==> src/rtl/decode_pkg.sv <==
// Shared decode definitions: opcode constants, immediate-format enum and the
// per-entry decoded field bundle stored in the instruction buffer.
package decode_pkg;

   localparam logic [6:0] OP_LOAD   = 7'b0000011;
   localparam logic [6:0] OP_IMM    = 7'b0010011;
   localparam logic [6:0] OP_JALR   = 7'b1100111;
   localparam logic [6:0] OP_FENCE  = 7'b0001111;
   localparam logic [6:0] OP_SYSTEM = 7'b1110011;
   localparam logic [6:0] OP_STORE  = 7'b0100011;
   localparam logic [6:0] OP_BRANCH = 7'b1100011;
   localparam logic [6:0] OP_LUI    = 7'b0110111;
   localparam logic [6:0] OP_AUIPC  = 7'b0010111;
   localparam logic [6:0] OP_JAL    = 7'b1101111;
   localparam logic [6:0] OP_OP     = 7'b0110011;

   // IMM_R is encoded as zero so an idle output bus reads all zeros.
   typedef enum logic [2:0] {
      IMM_R    = 3'd0,
      IMM_I    = 3'd1,
      IMM_S    = 3'd2,
      IMM_B    = 3'd3,
      IMM_U    = 3'd4,
      IMM_J    = 3'd5,
      IMM_NONE = 3'd6
   } imm_type_e;

   // Width-independent part of a decoded entry; imm and pc are kept alongside
   // it in the buffer because their width follows XLEN.
   typedef struct packed {
      logic [6:0] opcode;
      logic [4:0] rd;
      logic [2:0] funct3;
      logic [4:0] rs1;
      logic [4:0] rs2;
      logic [6:0] funct7;
      imm_type_e  imm_type;
      logic       illegal;
   } dec_entry_t;

endpackage

==> src/rtl/imm_gen.sv <==
// Immediate extraction and format classification for one 32-bit instruction.
module imm_gen
   import decode_pkg::*;
#(
   parameter int XLEN = 32
) (
   input  logic [31:0]     instr,
   output logic [XLEN-1:0] imm,
   output imm_type_e       imm_type
);

   logic [31:0] imm32;

   // Pick the immediate layout from the opcode; unknown opcodes give zero/NONE.
   always_comb begin
      imm32    = '0;
      imm_type = IMM_NONE;
      case (instr[6:0])
         OP_LOAD, OP_IMM, OP_JALR, OP_FENCE, OP_SYSTEM: begin
            imm32    = {{20{instr[31]}}, instr[31:20]};
            imm_type = IMM_I;
         end
         OP_STORE: begin
            imm32    = {{20{instr[31]}}, instr[31:25], instr[11:7]};
            imm_type = IMM_S;
         end
         OP_BRANCH: begin
            imm32    = {{19{instr[31]}}, instr[31], instr[7], instr[30:25], instr[11:8], 1'b0};
            imm_type = IMM_B;
         end
         OP_LUI, OP_AUIPC: begin
            imm32    = {instr[31:12], 12'b0};
            imm_type = IMM_U;
         end
         OP_JAL: begin
            imm32    = {{11{instr[31]}}, instr[31], instr[19:12], instr[20], instr[30:21], 1'b0};
            imm_type = IMM_J;
         end
         OP_OP: begin
            imm_type = IMM_R;
         end
         default: ;
      endcase
   end

   // Every format is sign-extended from instr[31], so widening imm32 is enough.
   if (XLEN > 32) begin : g_ext
      assign imm = {{(XLEN-32){imm32[31]}}, imm32};
   end else begin : g_noext
      assign imm = imm32;
   end

endmodule

==> src/rtl/id_stage.sv <==
// Decode stage: decodes at the input, buffers decoded entries in a small
// circular queue and presents the head to execute.
module id_stage
   import decode_pkg::*;
#(
   parameter int XLEN   = 32,
   parameter int QDEPTH = 2
) (
   input  logic            clk,
   input  logic            rst,
   input  logic            in_valid,
   output logic            in_ready,
   input  logic [31:0]     in_instr,
   input  logic [XLEN-1:0] in_pc,
   input  logic            flush,
   output logic            out_valid,
   input  logic            out_ready,
   output logic [XLEN-1:0] out_pc,
   output logic [6:0]      opcode,
   output logic [4:0]      rd,
   output logic [2:0]      funct3,
   output logic [4:0]      rs1,
   output logic [4:0]      rs2,
   output logic [6:0]      funct7,
   output logic [XLEN-1:0] imm,
   output logic [2:0]      imm_type,
   output logic            illegal
);

   localparam int PW = $clog2(QDEPTH);
   localparam int CW = PW + 1;

   typedef struct packed {
      dec_entry_t      dec;
      logic [XLEN-1:0] imm;
      logic [XLEN-1:0] pc;
   } slot_t;

   logic [PW-1:0] wr_ptr_q, wr_ptr_d, rd_ptr_q, rd_ptr_d;
   logic [CW-1:0] count_q, count_d;
   slot_t         slot_q [QDEPTH];
   slot_t         slot_d [QDEPTH];

   logic            push, pop;
   logic [XLEN-1:0] in_imm;
   imm_type_e       in_imm_type;
   slot_t           in_slot;
   slot_t           head;

   imm_gen #(.XLEN(XLEN)) u_imm_gen (
      .instr    (in_instr),
      .imm      (in_imm),
      .imm_type (in_imm_type)
   );

   // Split fields and flag illegal encodings; illegal entries still flow through.
   always_comb begin
      in_slot              = '0;
      in_slot.dec.opcode   = in_instr[6:0];
      in_slot.dec.rd       = in_instr[11:7];
      in_slot.dec.funct3   = in_instr[14:12];
      in_slot.dec.rs1      = in_instr[19:15];
      in_slot.dec.rs2      = in_instr[24:20];
      in_slot.dec.funct7   = in_instr[31:25];
      in_slot.dec.imm_type = in_imm_type;
      in_slot.dec.illegal  = (in_instr[1:0] != 2'b11) || (in_imm_type == IMM_NONE) ||
                             ((in_imm_type == IMM_R) && (in_instr[31:25] != 7'b0000000) &&
                              (in_instr[31:25] != 7'b0100000) && (in_instr[31:25] != 7'b0000001));
      in_slot.imm          = in_imm;
      in_slot.pc           = in_pc;
   end

   // No pass-through when full: readiness depends only on stored count and flush.
   assign in_ready  = (count_q < CW'(QDEPTH)) && !flush;
   assign out_valid = (count_q != '0);
   assign push      = in_valid && in_ready;
   assign pop       = out_valid && out_ready;

   // Pointer/count update; flush empties the queue (a concurrent pop is subsumed).
   always_comb begin
      wr_ptr_d = wr_ptr_q;
      rd_ptr_d = rd_ptr_q;
      count_d  = count_q;
      if (flush) begin
         wr_ptr_d = '0;
         rd_ptr_d = '0;
         count_d  = '0;
      end else begin
         if (push) wr_ptr_d = wr_ptr_q + PW'(1);
         if (pop)  rd_ptr_d = rd_ptr_q + PW'(1);
         if (push && !pop)      count_d = count_q + CW'(1);
         else if (!push && pop) count_d = count_q - CW'(1);
      end
   end

   // Write the incoming decoded entry into the tail slot.
   always_comb begin
      slot_d = slot_q;
      if (push) slot_d[wr_ptr_q] = in_slot;
   end

   // Control state register; reset wins over flush and handshakes.
   always_ff @(posedge clk) begin
      if (!rst) begin
         wr_ptr_q <= '0;
         rd_ptr_q <= '0;
         count_q  <= '0;
      end else begin
         wr_ptr_q <= wr_ptr_d;
         rd_ptr_q <= rd_ptr_d;
         count_q  <= count_d;
      end
   end

   // Payload storage needs no reset: it is only visible while out_valid is high.
   always_ff @(posedge clk) begin
      slot_q <= slot_d;
   end

   // Present the head entry, forcing the bus to zero when nothing is valid.
   always_comb begin
      head = '0;
      if (out_valid) head = slot_q[rd_ptr_q];
      out_pc   = head.pc;
      opcode   = head.dec.opcode;
      rd       = head.dec.rd;
      funct3   = head.dec.funct3;
      rs1      = head.dec.rs1;
      rs2      = head.dec.rs2;
      funct7   = head.dec.funct7;
      imm      = head.imm;
      imm_type = head.dec.imm_type;
      illegal  = head.dec.illegal;
   end

endmodule

==> config.mk <==
export PLATFORM = sky130hd
export DESIGN_NAME = id_stage
export DESIGN_NICKNAME = d
export VERILOG_FILES = /design/src/rtl/decode_pkg.sv /design/src/rtl/imm_gen.sv /design/src/rtl/id_stage.sv
export SDC_FILE = /design/constraint.sdc
export NUM_CORES = 1
export LEC_CHECK = 0
export ABC_AREA = 1
export BUFFER_PORTS_ARGS = -buffer_cell sky130_fd_sc_hd__buf_2
export CAP_MARGIN = 20
export CORE_AREA = 2 2 116 147
export CTS_CLUSTER_DIAMETER = 120
export CTS_CLUSTER_SIZE = 16
export DETAILED_ROUTE_END_ITERATION = 8
export DIE_AREA = 0 0 118 149
export GPL_TIMING_DRIVEN = 1
export PLACE_DENSITY = 0.76
export RECOVER_POWER = 50
export SKIP_CTS_REPAIR_TIMING = 1
export SLEW_MARGIN = 20
export SYNTH_ARGS = -nofsm -noshare
export SYNTH_HDL_FRONTEND = slang
export SYNTH_SLANG_ARGS = --single-unit
==> constraint.sdc <==
create_clock -name clk -period 12.1 [get_ports clk]
set_input_delay 2.42 -clock clk [delete_from_list [all_inputs] [get_ports clk]]
set_output_delay 2.42 -clock clk [all_outputs]
set_load 0.03 [all_outputs]
After elaboration in Yosys (flattened, before gate mapping). Index checks and enable logic that the tools add are counted.

Input port bits: 69. Flip-flop bits (word level): 204. Logic and storage cells: 81. Output and inout port bits: 102.

Reduce and logical (&&, ||, !) cells: 21. $lt $le $gt $ge: 4. $add $sub $neg: 4. Bitwise operators: 3. Equality and inequality tests: 15. Mux-type cells: 11.

Operators by type and width (count): 2-to-1 mux 100 bit (5); bitwise mux 200 bit (1); case mux 32 bit (5 select lines) (1); demux 100 bit (select 1 bit) (1); equality test 7 bit (second input constant) (4); equality test 7 x 6 -> 1 bit (second input constant) (3); case mux 3 bit (6 select lines) (1); equality test 7 x 5 -> 1 bit (second input constant) (2); logical AND 1 bit (9); equality test 7 x 2 -> 1 bit (second input constant) (1); equality test 7 x 4 -> 1 bit (second input constant) (1); inequality test 7 x 1 -> 1 bit (second input constant) (1); inequality test 7 x 6 -> 1 bit (second input constant) (1); nonzero test 7 bit (1); OR reduction 5 bit (1); greater-or-equal comparator 2 bit (second input constant) (2); 2-to-1 mux 2 bit (2); inverter 1 -> 2 bit (2); nonzero test 2 bit (2); OR reduction 2 bit (2); equality test 3 bit (second input constant) (1); zero test 1 bit (3); zero test 3 bit (1); adder 1 bit (second input constant) (2); 7 further kinds (8).

Depth between registers and ports, before layout.
Depth in word-level cells: 9. Depth in mapped cells: 9. Mapped depth without buffers: 9.

Modules after synthesis. From an unflattened synthesis, not the netlist that was laid out.

Cell total of the unflattened synthesis: 706. Area, all modules: 8436.8 um2.

By module, submodules not included: id_stage (area an instance 7787.5 um2, cells each 581, sequential area each 6085.8 um2, times used 1); imm_gen (area an instance 649.4 um2, cells each 125, sequential area each 0.0 um2, times used 1).

Worst setup path after synthesis. Ideal clock, no wire load.

Path kind: input -> register. Start: input port flush. End: register slot_q[0] (netlist name) (enable). Buffers on the path: 0. Stages on the path: 3. Required time: 11.538 ns. Arrival: 7.255 ns. Library setup time: 0.562 ns. Setup slack: 4.283 ns. Cell sequence: nor2_1 nand2_1 nor2_1.

Word-level cells in the longest chain between the ends: 3.

Ends and longest elaborated chain: from (decl) (line id_stage.sv:15) `input logic flush,`; zero test 1 bit (line id_stage.sv:74) `assign in_ready = (count_q < CW'(QDEPTH)) && !flush;`; logical AND 1 bit (line id_stage.sv:74); logical AND 1 bit (line id_stage.sv:76) `assign push = in_valid && in_ready;`; to (signal assigned) (line id_stage.sv:117) `slot_q <= slot_d;`; to (decl) (line id_stage.sv:41) `slot_t slot_q [QDEPTH];`.

No other way between the ends. A chain may end at the register's enable or synchronous reset.

Worst setup path after layout.
Start: input port flush. End: register slot_q[170] (netlist name) (enable).

The elaborated chain is that of the path after synthesis.

==> impl_metrics.tcl <==
set metrics [dict create \
    stdcell_area_mm2 0.00971 \
    dieArea_mm2 0.0176 \
    rsz0062_at_grt "false" \
    yosysUniqueCellTypes 26 \
    start_util_pct 51.6 \
    critPathKind "input pin to flop" \
    drt_wl_total_um 18400 \
    status "finished with violations" \
    die_h_um 149 \
    crit_path_start_kind "input pin" \
    slowest_delay_ns 3.38 \
    synthCells 709 \
    crit_buf_inv 2 \
    gp_congestion 0.768 \
    synthToLayoutAreaGrowth_pct 15.0 \
    viasPerCell 5.30 \
    hold_viol 0 \
    cts.clk_slew.worst_paths_ns 0.07 \
    dpl_cell_area_mm2 0.00946 \
    yosysSeqAreaShare_pct 72.0 \
    grt_pass1_vias 5416 \
    cts_root_buffer "clkbuf_16" \
    critPathTopFamily "buffers and inverters" \
    postSynthAreaPerCell_um2 11.9 \
    crit_chain "clkbuf_1, nor2_1, nand2_1, nor2_1, clkbuf_1" \
    cts_buffer_depth 3 \
    htreeDepth 1 \
    max_freq_mhz 135 \
    power_density_mw_per_mm2 147 \
    worst_clock_skew_ns 0.00693 \
    total_power_uw 1430 \
    whs_ns 0.515 \
    overflow 0 \
    antenna_found_initial 0 \
    ir_worst_vdd_uv 108 \
    drive_gt1_share_pct 19.2 \
    wl_per_cell_um 16.9 \
    synth-seq-cells 204 \
    grt_pass1_wl_um 27900 \
    yosysWarnings 0 \
    hp-class "flop to flop" \
    synthTopCellsByArea "edfxtp_1, nand2_1, a21oi_1, nand3_2, nand3_1" \
    period_share_pct 61.3 \
    required_ns 12.05 \
    cts_made_buffers 16 \
    relSlewSlack_pct -214 \
    rows 53 \
    grt_usage_pct 20.1 \
    cts_tree "yes" \
    drv_cap 4 \
    mappedNetlistArea_mm2 0.00845 \
    tightest_slew_ns 4.70 \
    endpoint_kind "flop" \
    yosys.area.top_type_share_pct 71.1 \
    die_w_um 118 \
    clock-sinks 204 \
    vias 5756 \
    place_hpwl_um 11200 \
    crit_fanout 81 \
    cp_slowest_cell "clkbuf_1" \
    p_leak_uw 0.00388 \
    finalNetCount 932 \
    fin_crit_ns 7.42 \
    setup_viol 0 \
    drtPass1Iterations 4 \
    violations "capacitance limit, slew limit" \
    drt_iter0_markers 436 \
    fin_tns_setup_ns 0 \
    syn_nets 779 \
    insertion_delay_ns 0.45 \
    cp_data_arrival_time_ns 7.37 \
    synth_top_area_cell "edfxtp_1" \
    grt_max_degree 101 \
    drc 0 \
    portBuffers 170 \
    ant_nets 0 \
    drv_slew 207 \
    core_area_mm2 0.0164 \
    ios 171 \
]
-- synthesized netlist by cell type (all sizes together) --
| master | n |
|---|---|
| nand3b | 2 |
| a21boi | 2 |
| o21bai | 1 |
| o21ai | 2 |
| or2 | 2 |
| nand2 | 246 |
| dfxtp | 4 |
| a21oi | 108 |
| nor2 | 21 |
| nand3 | 56 |
| clkbuf | 30 |
| inv | 22 |
| buf | 10 |
| ha | 1 |
| edfxtp | 200 |
| nor3 | 2 |
-- flip-flops by register name, summed over array words and instances (netlist names) --
| name | flops |
|---|---|
| slot_q | 200 |
| wr_ptr_q | 1 |
| count_q | 2 |
| rd_ptr_q | 1 |
-- placed cells by master (no fill, tap or decap), types with 2 or more instances in the layout --
cell type / instances
nor2_4: 2
nor3_1: 2
a21boi_0: 2
clkbuf_16: 17
or2_2: 2
nor2_2: 2
a21oi_1: 108
nor2_1: 16
inv_2: 3
buf_2: 126
buf_4: 3
inv_1: 18
nand3b_1: 2
nand2_2: 5
edfxtp_1: 200
nand3_1: 55
clkbuf_1: 50
nand2_1: 240
dfxtp_1: 3
-- area by class of cell --
| cell class | instances | area [µm²] |
|---|---|---|
| diodes | 1 | 2.50 |
| clock buffers | 21 | 440 |
| clock inverters | 1 | 30.0 |
| fillers | 1420 | 6670 |
| inverters | 22 | 83.8 |
| multi-input cells | 443 | 1970 |
| flip-flops and latches | 204 | 6090 |
| well taps | 220 | 275 |
| repair buffers | 175 | 826 |
-- report_power, final --
| group | switching, µW | leakage (µW) | total [µW] | internal [µW] |
|---|---|---|---|---|
| sequential | 4.53 | 0.00193 | 802 | 798 |
| clock | 216 | 0.000228 | 492 | 275 |
| combinational | 100 | 0.00172 | 132 | 31.4 |
-- worst register-to-register path: stages (launching register included) --
cell      delay [ns]
dfxtp_1         0.35
nor2_1          0.14
nand2_1         0.10
nor2_1          1.20
clkbuf_1        3.39
-- cells by family (layout without fill, tap and decap cells) --
group                    Yosys count  in the layout  share of synthesized area, %
other                              0              1                             0
AND/OR/NAND/NOR                  329            329                          17.9
buffers and inverters             62            219                          3.13
flip-flops                       204            204                          72.0
AO/OA/AOI/OAI                    113            113                          6.78
adder cells (fa/ha/maj)            1              1                         0.148
-- path summary, 6_finish.rpt --
check        cells after the start               endpoint                     from  slack, ns
max                              5  slot_q[170]$_DFFE_PP_                    flush       4.68
min reg2reg                      2  wr_ptr_q$_SDFFE_PP0P_    wr_ptr_q$_SDFFE_PP0P_       0.51
min                              2  wr_ptr_q$_SDFFE_PP0P_    wr_ptr_q$_SDFFE_PP0P_       0.51
max reg2reg                      4  slot_q[170]$_DFFE_PP_  count_q[1]$_SDFFE_PP0P_       6.35
-- stage by stage --
step	cells	setup slack [ns]	utilization, %
6_report	1087	4.68	59.3
5_1_grt	1086	4.12	59.3
4_1_cts	1086	6.84	60.6
3_5_place_dp	1064	6.84	57.7
3_3_place_gp	1064	6.84	57.7
2_1_floorplan	709	4.28	-
-- routing by layer --
| layer | vias to the layer above | track usage, % | part of all wire, % |
|---|---|---|---|
| met5 | - | 0 | 0 |
| met4 | 0 | 7.53 | 3.4 |
| met3 | 36 | 3.13 | 6.3 |
| met2 | 213 | 34.9 | 51 |
| met1 | 2741 | 25.6 | 39 |
| li1 | 2766 | - | - |
No activity file was read; power rests on OpenSTA's default activity.
